$ cat src/rtl/dmio_arbiter.sv
// Two-port request/acknowledge arbiter in front of the DMIO data port (data memory + LED/switch window).
// Define DMIO_ARB_RR_EN for round-robin contention; by default port 0 has fixed priority.
module dmio_arbiter #(
  parameter int AW     = 13,
  parameter int DW     = 64,
  parameter int RD_LAT = 1
) (
  input  logic          clk,
  input  logic          rst_n,
  input  logic          r0_req,
  input  logic          r0_we,
  input  logic [AW-1:0] r0_addr,
  input  logic [DW-1:0] r0_wdata,
  output logic          r0_ack,
  output logic [DW-1:0] r0_rdata,
  input  logic          r1_req,
  input  logic          r1_we,
  input  logic [AW-1:0] r1_addr,
  input  logic [DW-1:0] r1_wdata,
  output logic          r1_ack,
  output logic [DW-1:0] r1_rdata,
  output logic [63:0]   dm_addr,
  output logic [DW-1:0] dm_wdata,
  output logic          dm_wr,
  output logic          dm_rd,
  input  logic [DW-1:0] dm_rdata,
  output logic [1:0]    gnt
);

  typedef enum logic [1:0] {S_IDLE, S_ISSUE, S_WAIT, S_ACK} state_t;

  // WAIT is entered with RD_LAT-1 remaining cycles; RD_LAT=0 never enters WAIT.
  localparam logic [1:0] CNT_INIT = (RD_LAT > 0) ? 2'(RD_LAT - 1) : 2'd0;

  state_t        r_state;
  state_t        w_state_nxt;
  logic          r_owner;
  logic          r_we;
  logic [AW-1:0] r_addr;
  logic [1:0]    r_cnt;

  logic          w_any;
  logic          w_win1;
  logic          w_win_we;
  logic          w_latch;
  logic          w_capture;
  logic          w_to_ack;
  logic          w_wr_nxt;
  logic          w_rd_nxt;
  logic [1:0]    w_gnt_nxt;
  logic [1:0]    w_cnt_nxt;

  assign w_any = r0_req | r1_req;

`ifdef DMIO_ARB_RR_EN
  logic r_last;

  // On contention the port that was not served last wins.
  assign w_win1 = r1_req & (~r0_req | ~r_last);

  always_ff @(posedge clk or negedge rst_n) begin
    if (!rst_n) begin
      r_last <= 1'b1;
    end else if (r_state == S_ACK) begin
      r_last <= r_owner;
    end
  end
`else
  assign w_win1 = r1_req & ~r0_req;
`endif

  assign w_win_we = w_win1 ? r1_we : r0_we;
  assign dm_addr  = {{(64-AW){1'b0}}, r_addr};

  always_ff @(posedge clk or negedge rst_n) begin
    if (!rst_n) begin
      r_state <= S_IDLE;
    end else begin
      r_state <= w_state_nxt;
    end
  end

  always_comb begin
    w_state_nxt = r_state;
    w_latch     = 1'b0;
    w_capture   = 1'b0;
    w_to_ack    = 1'b0;
    w_wr_nxt    = 1'b0;
    w_rd_nxt    = 1'b0;
    w_gnt_nxt   = gnt;
    w_cnt_nxt   = r_cnt;
    case (r_state)
      S_IDLE: begin
        if (w_any) begin
          w_state_nxt = S_ISSUE;
          w_latch     = 1'b1;
          w_gnt_nxt   = w_win1 ? 2'b10 : 2'b01;
          w_wr_nxt    = w_win_we;
          w_rd_nxt    = ~w_win_we;
        end
      end
      S_ISSUE: begin
        if (r_we) begin
          w_state_nxt = S_ACK;
          w_to_ack    = 1'b1;
        end else if (RD_LAT == 0) begin
          w_state_nxt = S_ACK;
          w_to_ack    = 1'b1;
          w_capture   = 1'b1;
        end else begin
          w_state_nxt = S_WAIT;
          w_cnt_nxt   = CNT_INIT;
          w_rd_nxt    = 1'b1;
        end
      end
      S_WAIT: begin
        if (r_cnt == 2'd0) begin
          w_state_nxt = S_ACK;
          w_to_ack    = 1'b1;
          w_capture   = 1'b1;
        end else begin
          w_cnt_nxt = r_cnt - 2'd1;
          w_rd_nxt  = 1'b1;
        end
      end
      S_ACK: begin
        w_state_nxt = S_IDLE;
        w_gnt_nxt   = 2'b00;
      end
      default: begin
        w_state_nxt = S_IDLE;
        w_gnt_nxt   = 2'b00;
      end
    endcase
  end

  always_ff @(posedge clk or negedge rst_n) begin
    if (!rst_n) begin
      dm_wr  <= 1'b0;
      dm_rd  <= 1'b0;
      gnt    <= 2'b00;
      r0_ack <= 1'b0;
      r1_ack <= 1'b0;
      r_cnt  <= 2'd0;
    end else begin
      dm_wr  <= w_wr_nxt;
      dm_rd  <= w_rd_nxt;
      gnt    <= w_gnt_nxt;
      r0_ack <= w_to_ack & ~r_owner;
      r1_ack <= w_to_ack & r_owner;
      r_cnt  <= w_cnt_nxt;
    end
  end

  // Transaction latch and per-owner read-data capture; the non-owner's rdata is never touched.
  always_ff @(posedge clk or negedge rst_n) begin
    if (!rst_n) begin
      r_owner  <= 1'b0;
      r_we     <= 1'b0;
      r_addr   <= '0;
      dm_wdata <= '0;
      r0_rdata <= '0;
      r1_rdata <= '0;
    end else begin
      if (w_latch) begin
        r_owner  <= w_win1;
        r_we     <= w_win_we;
        r_addr   <= w_win1 ? r1_addr : r0_addr;
        dm_wdata <= w_win1 ? r1_wdata : r0_wdata;
      end
      if (w_capture) begin
        if (r_owner) begin
          r1_rdata <= dm_rdata;
        end else begin
          r0_rdata <= dm_rdata;
        end
      end
    end
  end

endmodule

$ cat config.mk
export PLATFORM = sky130hd
export DESIGN_NAME = dmio_arbiter
export DESIGN_NICKNAME = d
export VERILOG_FILES = /design/src/rtl/dmio_arbiter.sv
export SDC_FILE = /design/constraint.sdc
export NUM_CORES = 1
export LEC_CHECK = 0
export BUFFER_PORTS_ARGS = -buffer_cell sky130_fd_sc_hd__buf_2
export CAP_MARGIN = 20
export CORE_AREA = 2 2 189 191
export DETAILED_ROUTE_END_ITERATION = 6
export DIE_AREA = 0 0 191 193
export REMOVE_ABC_BUFFERS = 1
export SLEW_MARGIN = 20
export SYNTH_ARGS = -nofsm -noshare
export SYNTH_HDL_FRONTEND = slang
export SYNTH_SLANG_ARGS = --single-unit
$ cat constraint.sdc
create_clock -name clk -period 1.7 [get_ports clk]
set_input_delay 0.34 -clock clk [delete_from_list [all_inputs] [get_ports clk]]
set_output_delay 0.34 -clock clk [all_outputs]
set_load 0.03 [all_outputs]
Word-level counts from Yosys, hierarchy flattened
Cells that the tools add are included.
{"block": "word_totals", "register_bits": 217, "latch_bits": 0, "ram_bits": 0, "mem_bits_ro": 0, "inputBits": 224, "elab_cells": 62, "mem_count": 0}
{"block": "op_classes", "addsub": 1, "mul": 0, "n_div": 0, "magnitude_cmp": 0, "n_eq_ne": 7, "shifts": 0, "n_mux": 25, "bitwise": 7, "n_reduce_logical": 9}
{"cell": "$mux W64", "count": 1}
{"cell": "$mux W13", "count": 1}
{"cell": "$mux W1", "count": 12}
{"cell": "$mux W2", "count": 6}
{"cell": "$ne A2 B2 Y1 const B", "count": 4}
{"cell": "$pmux W2 S2", "count": 2}
{"cell": "$pmux W2 S4", "count": 1}
{"cell": "$reduce_and A2 Y1", "count": 4}
{"cell": "$eq A2 B2 Y1 const B", "count": 2}
{"cell": "$logic_not A2 Y1", "count": 2}
{"cell": "$reduce_bool A2 Y1", "count": 2}
{"cell": "$and A1 B1 Y1", "count": 3}
{"cell": "$not A1 Y1", "count": 3}
{"cell": "$pmux W1 S3", "count": 1}
{"cell": "$reduce_and A3 Y1", "count": 1}
{"cell": "$eq A2 B1 Y1 const B", "count": 1}
{"cell": "$pmux W1 S2", "count": 1}
{"cell": "$sub A2 B1 Y2 const B", "count": 1}
{"cell": "$or A1 B1 Y1", "count": 1}

Logic depth before layout (Yosys ltp)
Gate-level depths: netlist (run 1).
{"block": "depth", "ltp_word": 6, "ltp_mapped": 8, "depth_no_buf": 5}

Worst setup path after synthesis (run 1)
OpenSTA, ideal clock, no wires.
{"block": "synth_timing", "kind": "register to register", "start": "register r_state[0]", "end": "register r0_rdata[0]", "setup_time_ns": 0.125, "arrival_time_ns": 1.542, "required_ns": 1.575, "slack_ns": 0.033, "stages_incl_launch_ff": 8, "path_buffers": 3, "period_less_slack_ns": 1.667, "path_cell_list": "dfrtp_1 -> inv_1 -> ha_1 -> clkbuf_2 -> nand3b_1 -> buf_2 -> buf_4 -> mux2_2"}
{"block": "synth_via", "elab_chain_len": 3}
{"element": "from (decl)", "line_no": "35", "text": "state_t r_state;"}
{"element": "from (signal assigned)", "line_no": "79", "text": "r_state <= w_state_nxt;"}
{"element": "$eq A2 B2 Y1", "line_no": "92", "text": "case (r_state)"}
{"element": "$mux W1", "line_no": "92"}
{"element": "$reduce_and A2 Y1 (no source line)"}
{"element": "to (signal assigned)", "line_no": "175", "text": "r0_rdata <= dm_rdata;"}
{"element": "to (decl)", "line_no": "15", "text": "output logic [DW-1:0] r0_rdata,"}
No other way between the ends.
A chain may end at the register's enable or synchronous reset.

Final worst setup path (run 1)
{"block": "layout_timing", "start": "register r_state[0]", "end": "register r0_rdata[7]"}
The elaborated chain is that of the path after synthesis.

==> results.yml, run 1 <==
hold_path:
  holdCritPathClass: "primary input to flip-flop"
  hold-path-cell-count: 2
cells_and_area:
  fill_cells: 3477
  final_util_pct: 37.3
  regArea_um2: 5430
  nets: 1422
  layout-drive-gt1-share_pct: 53.9
  syn_to_final_growth_pct: 39.6
  multi_input_area_um2: 3430
  design_area_um2: 13000
global_routing:
  grt_util_all_layers_pct: 14.1
  gr-usage-met3_pct: 4.54
  grt_pass1_wl_um: 40300
  use_met2_pct: 25.0
  use_met1_pct: 16.4
  overflow: 0
  antenna_found_initial: 6
  busiest_layer: "met2"
  grt_max_degree: 58
  grt_pass1_vias: 6948
floorplan:
  die_w_um: 191
  die_area_um2: 36900
  ios: 486
  core_area_um2: 35000
  rows: 69
  die_y_um: 193
  start_util_pct: 26.7
logic_synthesis:
  synth.most_common_cell: "dfrtp_1"
  syn_inst: 722
  syn_area_um2: 9340
  yosys_warnings: 0
  avgSynthCellArea_um2: 12.9
  synth_seq_cells: 217
  netlist-cell-type-count: 35
  yosysSeqAreaShare_pct: 58.2
  synth_top_area_share_pct: 58.2
  synthTopCellsByArea: "dfrtp_1 (58%), mux2_2 (15%), mux2i_1 (8.5%)"
  synth_edf_count: 0
  ys.flop_type: "dfrtp_1"
  synth_common_cells: "dfrtp_1 (217), mux2_2 (126), nand2_1 (82)"
  synthArstFlopShare_pct: 100
  synth_top_area_cell: "dfrtp_1"
worst_setup_path:
  critPathLaunch: "r_state[0]"
  r2r_setup_slack_ns: 0.08
  path_depth: 7
  crit_type: "flip-flop to flip-flop"
  worstPathRequired_ns: 2.10
  path_cells: "inv_1, ha_2, nand3b_1, buf_6, buf_12, clkbuf_16, mux2_2"
  timing.critical_path.to_type: "flip-flop"
  endpoint: "r0_rdata[7]"
  cpMaxStageDelayCell: "dfrtp_1"
  crit_family: "buffers and inverters"
  cp_max_fo: 9
  worstSetupStartpointType: "flip-flop"
  r2r-end: "r0_rdata[7]"
  r2r_cells: 7
  r2r-start: "r_state[0]"
  critPathBufInv: 4
  crit_arrival_ns: 2.02
  slowest_delay_ns: 0.37
placed_design:
  place_hpwl_um: 22000
  port_buffers: 434
  gp_congestion: 0.797
  postPlaceCellArea_um2: 12200
power:
  p_per_area_nw_per_um2: 2150
  ir_drop_uv: 1260
  p_leak_nw: 6.86
routing:
  wl_um: 27800
  routed_via_density: 4.20
  ant_nets: 0
  dr_total_vias: 7030
  firstDrtPassIters: 4
  drtIter0Drc: 155
  wl_per_cell_um: 16.6
  drc: 0
timing:
  timing.fmax_mhz: 616
  holdWs_ns: 0.0509
  tns_ns: 0
  setup_viol: 0
  period_needed_ns: 1.62
  finalClockSkew_ns: 0.00905
  hold_viol_final: 0
  slew_viol_final: 0
  fin_crit_sh_pct: 95.5
clocking:
  clockRootBuffer: "clkbuf_16"
  clock_latency_ns: 0.51
  htree_num_levels: 1
  cts.path.max_buffers: 3
  numClockSinks: 217
  numCtsBuffers: 24
  cts_tree: "done"
  clkTransAtPathRegs_ns: 0.06
status:
  status: "complete, no violations"
run:
  max_cap_violations: 0
## layout by cell type (no fill, tap or decap), types with 2 or more instances in the layout
cell type / n
buf_2: 433
dfrtp_1: 217
mux2_2: 126
nand2_1: 82
mux2i_1: 79
o21ai_0: 60
conb_1: 51
buf_4: 33
clkbuf_16: 27
o21ai_1: 20
buf_12: 15
clkbuf_1: 9
inv_1: 7
clkbuf_8: 6
nor2_1: 5
a21oi_1: 5
ha_1: 4
mux2_1: 3
clkinv_2: 3
diode_2: 2
a22o_1: 2
a22oi_1: 2
o31ai_1: 2
ha_2: 2
## logic make-up (layout without fill, tap and decap cells)
| group | count (synthesis) | count (layout) | synth area share (%) |
|---|---|---|---|
| multiplexers | 208 | 208 | 24.0 |
| other | 1 | 53 | 0.0402 |
| buffers and inverters | 99 | 537 | 7.37 |
| adder cells (fa/ha/maj) | 6 | 6 | 0.804 |
| flip-flops | 217 | 217 | 58.2 |
| AND/OR/NAND/NOR | 96 | 96 | 4.18 |
| AO/OA/AOI/OAI | 95 | 95 | 5.43 |
## worst register-to-register path, delay by kind of cell (launching register included)
family / cells / cell delay (ns)
buffers and inverters: 4 / 0.55
DFF: 1 / 0.37
muxes: 1 / 0.27
adders and majority gates: 1 / 0.21
and+or+nand+nor: 1 / 0.12
## per-layer routing
| layer | part of all wire, % | vias up | routed length (um) |
|---|---|---|---|
| met5 | 0.072 | - | 20 |
| met4 | 2.2 | 4 | 601 |
| met3 | 9.4 | 45 | 2620 |
| met2 | 49 | 322 | 13600 |
| met1 | 39 | 3323 | 11000 |
| li1 | - | 3336 | - |
## report_power, final
part	leakage (nW)	total, W	internal [W]	switching [W]
logic	3.89	0.0139	0.00500	0.00889
clock network	0.374	0.00502	0.00296	0.00206
registers	2.60	0.00909	0.00777	0.00132
## registers in the layout (all words and copies together) (netlist names), 2 cells and up
name / count
gnt: 2
dm_wdata: 64
r_state: 2
r_cnt: 2
r1_rdata: 64
r0_rdata: 64
r_addr: 13
## area by class of cell
type / instances / area share, %
clock inverter: 4 / 0.173
sequential: 217 / 41.7
tap: 461 / 4.43
timing repair buffer: 486 / 21.5
antenna: 2 / 0.0384
inverter: 7 / 0.202
multi-input combinational: 456 / 26.3
clock buffer: 40 / 5.69
## worst min path at each step
stage                      startpoint  slack (ns)      endpoint
after global placement          rst_n        0.26  r1_rdata[17]
after CTS                 dm_rdata[7]        0.01   r1_rdata[7]
after detailed placement        rst_n        0.26  r1_rdata[17]
after global routing      dm_rdata[7]        0.03   r1_rdata[7]
final                     dm_rdata[7]        0.05   r1_rdata[7]
after floorplan                 rst_n        0.04         dm_rd
## per-stage QoR
stage / setup WS, ns / cells / power (W)
2_1_floorplan: -2.17 / 680 / 0.0182
3_3_place_gp: 0.0751 / 1622 / 0.0228
3_5_place_dp: 0.0354 / 1622 / 0.0231
4_1_cts: 0.0185 / 1667 / 0.0283
5_1_grt: -0.00374 / 1672 / 0.0297
6_report: 0.0770 / 1673 / 0.0280
## timing repair
action,4_1_cts,5_1_grt
hold buffers,1,0
setup endpoints to repair,0,43
endpoints found under the hold margin,32,0
buffers inserted,0,2
resized for setup,0,3
No activity file was read; power rests on OpenSTA's default activity.
==> inputs of run 2 (changes only) <==
CELL_PAD_IN_SITES_DETAIL_PLACEMENT = 0   (was default)
CELL_PAD_IN_SITES_GLOBAL_PLACEMENT = 1   (was default)
CORE_AREA = 2 2 188 190   (was 2 2 189 191)
CTS_BUF_LIST = sky130_fd_sc_hd__clkbuf_16   (was default)
DIE_AREA = 0 0 190 192   (was 0 0 191 193)
PLACE_DENSITY_LB_ADDON = 0.1   (was default)
SLEW_MARGIN = 10   (was 20)
==> results.yml, run 2 (synthesized netlist as in run 1, its figures left out) <==
status:
  status: "complete, no violations"
worst_setup_path:
  crit_type: "flip-flop to flip-flop"
  cp_max_fo: 11
  cpMostUsedCell: "buf_12"
  cpMaxStageDelayCell: "dfrtp_1"
  r2r_setup_slack_ns: 0.07
  worstPathRequired_ns: 2.11
  critPathBufInv: 4
  crit_family: "buffers and inverters"
  timing.critical_path.to_type: "flip-flop"
  path_cells: "inv_2, ha_2, nand3b_1, buf_4, buf_12, buf_12, mux2_2"
  slowest_delay_ns: 0.39
  worstSetupStartpointType: "flip-flop"
  crit_arrival_ns: 2.04
global_routing:
  grt_pass1_wl_um: 42700
  use_met1_pct: 18.6
  busiest_layer: "met2"
  use_met2_pct: 25.3
  overflow: 0
  gr-usage-met3_pct: 6.08
  grt_max_degree: 49
  antenna_found_initial: 13
  grt_util_all_layers_pct: 15.2
  grt_pass1_vias: 7054
clocking:
  numCtsBuffers: 26
  cts.path.max_buffers: 3
  htree_num_levels: 1
  cts_tree: "done"
  clock_latency_ns: 0.53
  numClockSinks: 217
  clockRootBuffer: "clkbuf_16"
  clkTransAtPathRegs_ns: 0.06
routing:
  wl_per_cell_um: 17.3
  dr_total_vias: 6972
  drtIter0Drc: 192
  firstDrtPassIters: 4
  routed_via_density: 4.17
  wl_um: 28900
  drc: 0
  ant_nets: 0
power:
  clkPwrFrac_pct: 21.5
  cellInternalPower_w: 0.0167
  p_switching_w: 0.0125
  p_per_area_nw_per_um2: 2210
  p_comb_share_pct: 47.6
  seq_power_share_pct: 31.0
  ir_drop_uv: 984
  swShare_pct: 42.9
  p_leak_nw: 6.95
cells_and_area:
  syn_to_final_growth_pct: 41.6
  stdcell_count: 1671
  layout_common_cells: "buf_2 (433), dfrtp_1 (217), mux2_2 (126)"
  final_common_cell: "buf_2"
  nets: 1424
  regArea_um2: 5430
  fill_cells: 3465
  top_regs: "dm_wdata (64), r0_rdata (64), r1_rdata (64)"
  design_area_um2: 13200
  layout-drive-gt1-share_pct: 54.5
  multi_input_area_um2: 3430
  final_util_pct: 38.6
run:
  max_cap_violations: 0
placed_design:
  gp_congestion: 0.731
  post-place-ws_ns: 0.0377
  postPlaceCellArea_um2: 12100
  place_hpwl_um: 22500
  dp_cells: 1610
  port_buffers: 434
timing:
  slew_viol_final: 0
  timing.fmax_mhz: 614
  hold_viol_final: 0
  fin_crit_sh_pct: 95.8
  period_needed_ns: 1.63
  setup_viol: 0
  layout_setup_ws_ns: 0.0708
  rsz0062_at_grt: "true"
  finalClockSkew_ns: 0.00563
floorplan:
  core_area_um2: 34300
  ios: 486
  die_w_um: 190
  die_area_um2: 36500
  die_y_um: 192
  rows: 68
  start_util_pct: 27.2
hold_path:
  holdCritPathClass: "primary input to flip-flop"
run 2: cell types whose count changed in the layout (fill, tap and decap cells not counted), sizes merged:
cell	before	now
clkinvlp	1	3
inv	7	8
clkbuf	42	28
bufinv	0	8
clkinv	3	10
run 2: per-layer routing:
metal / wire length [um] / part of all wire (%)
met5: 115 / 0.40
met2: 13600 / 47
met1: 11600 / 40
met3: 3030 / 10
met4: 528 / 1.8
run 2: power groups by stage:
stage	combinational, W	clock, W	sequential [W]
3_5_place_dp	0.0139	0	0.00912
5_1_grt	0.0149	0.00669	0.00941
6_report	0.0139	0.00627	0.00905
3_3_place_gp	0.0137	0	0.00916
2_1_floorplan	0.00411	0	0.0141
4_1_cts	0.0139	0.00650	0.00907
run 2: worst register-to-register path, delay by kind of cell (launching register included):
kind | cells | cell delay (ns)
DFF | 1 | 0.39
buffers and inverters | 4 | 0.49
and+or+nand+nor | 1 | 0.10
adders and majority gates | 1 | 0.20
muxes | 1 | 0.34
run 2: repair_timing:
item                                    in CTS  in global routing
setup buffers                                0                  8
endpoints found under the setup margin       0                 99
hold buffers                                 1                  0
gates resized for setup                      0                  4
endpoints found under the hold margin       40                  0
run 2: through the flow:
step           total power, W  hold WS, ns  setup TNS (ns)
2_1_floorplan          0.0182       0.0444         -299.53
3_3_place_gp           0.0229        0.301               0
3_5_place_dp           0.0230        0.301               0
4_1_cts                0.0295      0.00831               0
5_1_grt                0.0310       0.0251         -0.0896
6_report               0.0292       0.0428               0
run 2: final cells by class:
type | instances | area share [%]
Antenna cell | 2 | 0.0379
Clock buffer | 26 | 4.92
Timing Repair Buffer | 486 | 21.1
Clock inverter | 22 | 2.45
Sequential cell | 217 | 41.1
Multi-Input combinational cell | 456 | 25.9
Inverter | 7 | 0.199
Tap cell | 455 | 4.31
run 2: path summary, 6_finish.rpt:
kind | start | end | cells past startpoint
worst max register to register | r_state[0] | r0_rdata[37] | 7
min in group asynchronous | rst_n | r0_rdata[33] | 2
worst min-delay path | dm_rdata[8] | r1_rdata[8] | 2
worst max-delay path | r_state[0] | r0_rdata[37] | 7
worst min register to register | dm_wdata[2] | dm_wdata[2] | 2
max in group asynchronous | rst_n | r0_rdata[41] | 3
==> inputs of run 3 (changes only) <==
REMOVE_ABC_BUFFERS = default   (was 1)
==> results.yml, run 3 (synthesized netlist as in run 1, its figures left out) <==
status:
  status: "complete, no violations"
placed_design:
  place_hpwl_um: 21000
  gp_congestion: 0.726
  port_buffers: 434
worst_setup_path:
  worstPathRequired_ns: 2.11
  timing.critical_path.to_type: "flip-flop"
  cpMostUsedCell: "buf_12"
  slowest_delay_ns: 0.38
  cp_max_fo: 16
  r2r_cells: 6
  worstSetupStartpointType: "flip-flop"
  crit_family: "flip-flops"
  r2r_setup_slack_ns: 0.13
  crit_type: "flip-flop to flip-flop"
  r2r-end: "r0_rdata[63]"
  cpMaxStageDelayCell: "dfrtp_1"
  path_cells: "inv_1, ha_2, nand3b_1, buf_12, buf_12, mux2_2"
  crit_arrival_ns: 1.98
  r2r-start: "r_cnt[0]"
  critPathBufInv: 3
routing:
  ant_nets: 0
  firstDrtPassIters: 4
  dr_total_vias: 6859
  routed_via_density: 4.16
  wl_um: 27000
  wl_per_cell_um: 16.4
  drc: 0
  drtIter0Drc: 136
power:
  swShare_pct: 44.2
  seq_power_share_pct: 32.2
  clkPwrFrac_pct: 18.3
  p_per_area_nw_per_um2: 2160
  p_switching_w: 0.0123
  power_w: 0.0278
  cellInternalPower_w: 0.0155
  p_comb_share_pct: 49.4
  p_leak_nw: 6.80
  ir_drop_uv: 1030
cells_and_area:
  fill_cells: 3458
  nets: 1408
  syn_to_final_growth_pct: 38.1
  layout-drive-gt1-share_pct: 53.3
  top_regs: "dm_wdata (64), r0_rdata (64), r1_rdata (64)"
  final_util_pct: 37.6
  layout_common_cells: "buf_2 (433), dfrtp_1 (217), mux2_2 (126)"
  final_common_cell: "buf_2"
floorplan:
  rows: 68
  die_area_um2: 36500
  ios: 486
  die_w_um: 190
  start_util_pct: 27.2
  core_area_um2: 34300
  die_y_um: 192
hold_path:
  hold-path-cell-count: 2
  holdCritPathClass: "primary input to flip-flop"
  worstHoldStart: "dm_rdata[8]"
  min_to: "r1_rdata[8]"
run:
  max_cap_violations: 0
clocking:
  clockRootBuffer: "clkbuf_16"
  htree_num_levels: 1
  numCtsBuffers: 26
  cts.path.max_buffers: 3
  numClockSinks: 217
  cts_tree: "done"
  cts_setup_buffers: 0
  clkTransAtPathRegs_ns: 0.06
  clock_latency_ns: 0.52
timing:
  finalClockSkew_ns: 0.00415
  slew_viol_final: 0
  setup_viol: 0
  tns_ns: 0
  fin_crit_sh_pct: 92.3
  hold_viol_final: 0
  rsz0062_at_grt: "false"
  timing.fmax_mhz: 637
  period_needed_ns: 1.57
global_routing:
  grt_pass1_wl_um: 40500
  grt_pass1_vias: 6960
  grt_util_all_layers_pct: 14.3
  grt_max_degree: 75
  overflow: 0
  antenna_found_initial: 6
-- run 3: changes by cell type in the layout (fill, tap and decap cells not counted), moves of 2 or more --
| cell | change |
|---|---|
| buf_4 | -15 |
| buf_12 | +2 |
| inv_1 | +3 |
| clkinvlp_4 | -3 |
| bufinv_16 | -7 |
| clkinv_1 | +4 |
-- run 3: worst max-delay path by stage --
stage | slack [ns] | start | cells after the start | to
2_1_floorplan | 0.03 | r_state[0] | 7 | r0_rdata[0]
3_3_place_gp | 0.09 | r_cnt[0] | 6 | r0_rdata[63]
3_5_place_dp | 0.06 | r_cnt[0] | 6 | r0_rdata[22]
4_1_cts | 0.04 | r_cnt[0] | 6 | r0_rdata[63]
5_1_grt | 0.02 | r_state[1] | 7 | dm_wdata[17]
6_report | 0.13 | r_cnt[0] | 6 | r0_rdata[63]
-- run 3: cell type report --
type | instances | area [um2] | share of cell area [%]
antenna | 1 | 2.50 | 0.0194
multi-input combinational | 456 | 3440 | 26.7
inverter | 7 | 26.3 | 0.204
sequential | 217 | 5430 | 42.1
timing repair buffer | 470 | 2660 | 20.6
clock inverter | 16 | 92.6 | 0.718
clock buffer | 27 | 676 | 5.24
tap | 455 | 569 | 4.42
-- run 3: timing repair --
item,CTS,global route
endpoints found under the setup margin,0,39
resized for setup,0,4
hold buffers,1,0
hold endpoints to repair,29,0
-- run 3: power groups by stage --
stage | clock network, W | logic (W) | registers (W)
final | 0.00510 | 0.0137 | 0.00895
after detailed placement | 0 | 0.0140 | 0.00905
after global routing | 0.00555 | 0.0148 | 0.00932
after floorplan | 0 | 0.00426 | 0.0141
after CTS | 0.00532 | 0.0140 | 0.00899
after global placement | 0 | 0.0139 | 0.00903
-- run 3: metrics by stage --
| stage | instance area, um2 | cells | hold slack [ns] | setup slack, ns |
|---|---|---|---|---|
| final | 12900 | 1649 | 0.0490 | 0.130 |
| after global routing | 12900 | 1648 | 0.0160 | 0.0163 |
| after CTS | 12900 | 1648 | 0.0186 | 0.0368 |
| after detailed placement | 12100 | 1604 | 0.239 | 0.0615 |
| after global placement | 12100 | 1604 | 0.240 | 0.0867 |
| after floorplan | 9530 | 772 | 0.0444 | 0.0329 |
-- run 3: per-layer routing --
layer	vias to the layer above	GRT usage, %	wire (um)
met1	3198	16.9	10400
met4	6	3.73	550
met2	303	24.2	12900
met3	53	5.76	3020
li1	3299	-	-
met5	-	0	34
-- run 3: worst register-to-register path, cell delays in order, from the launching register on --
cell	delay, ns
dfrtp_1	0.38
inv_1	0.06
ha_2	0.21
nand3b_1	0.14
buf_12	0.16
buf_12	0.16
mux2_2	0.34
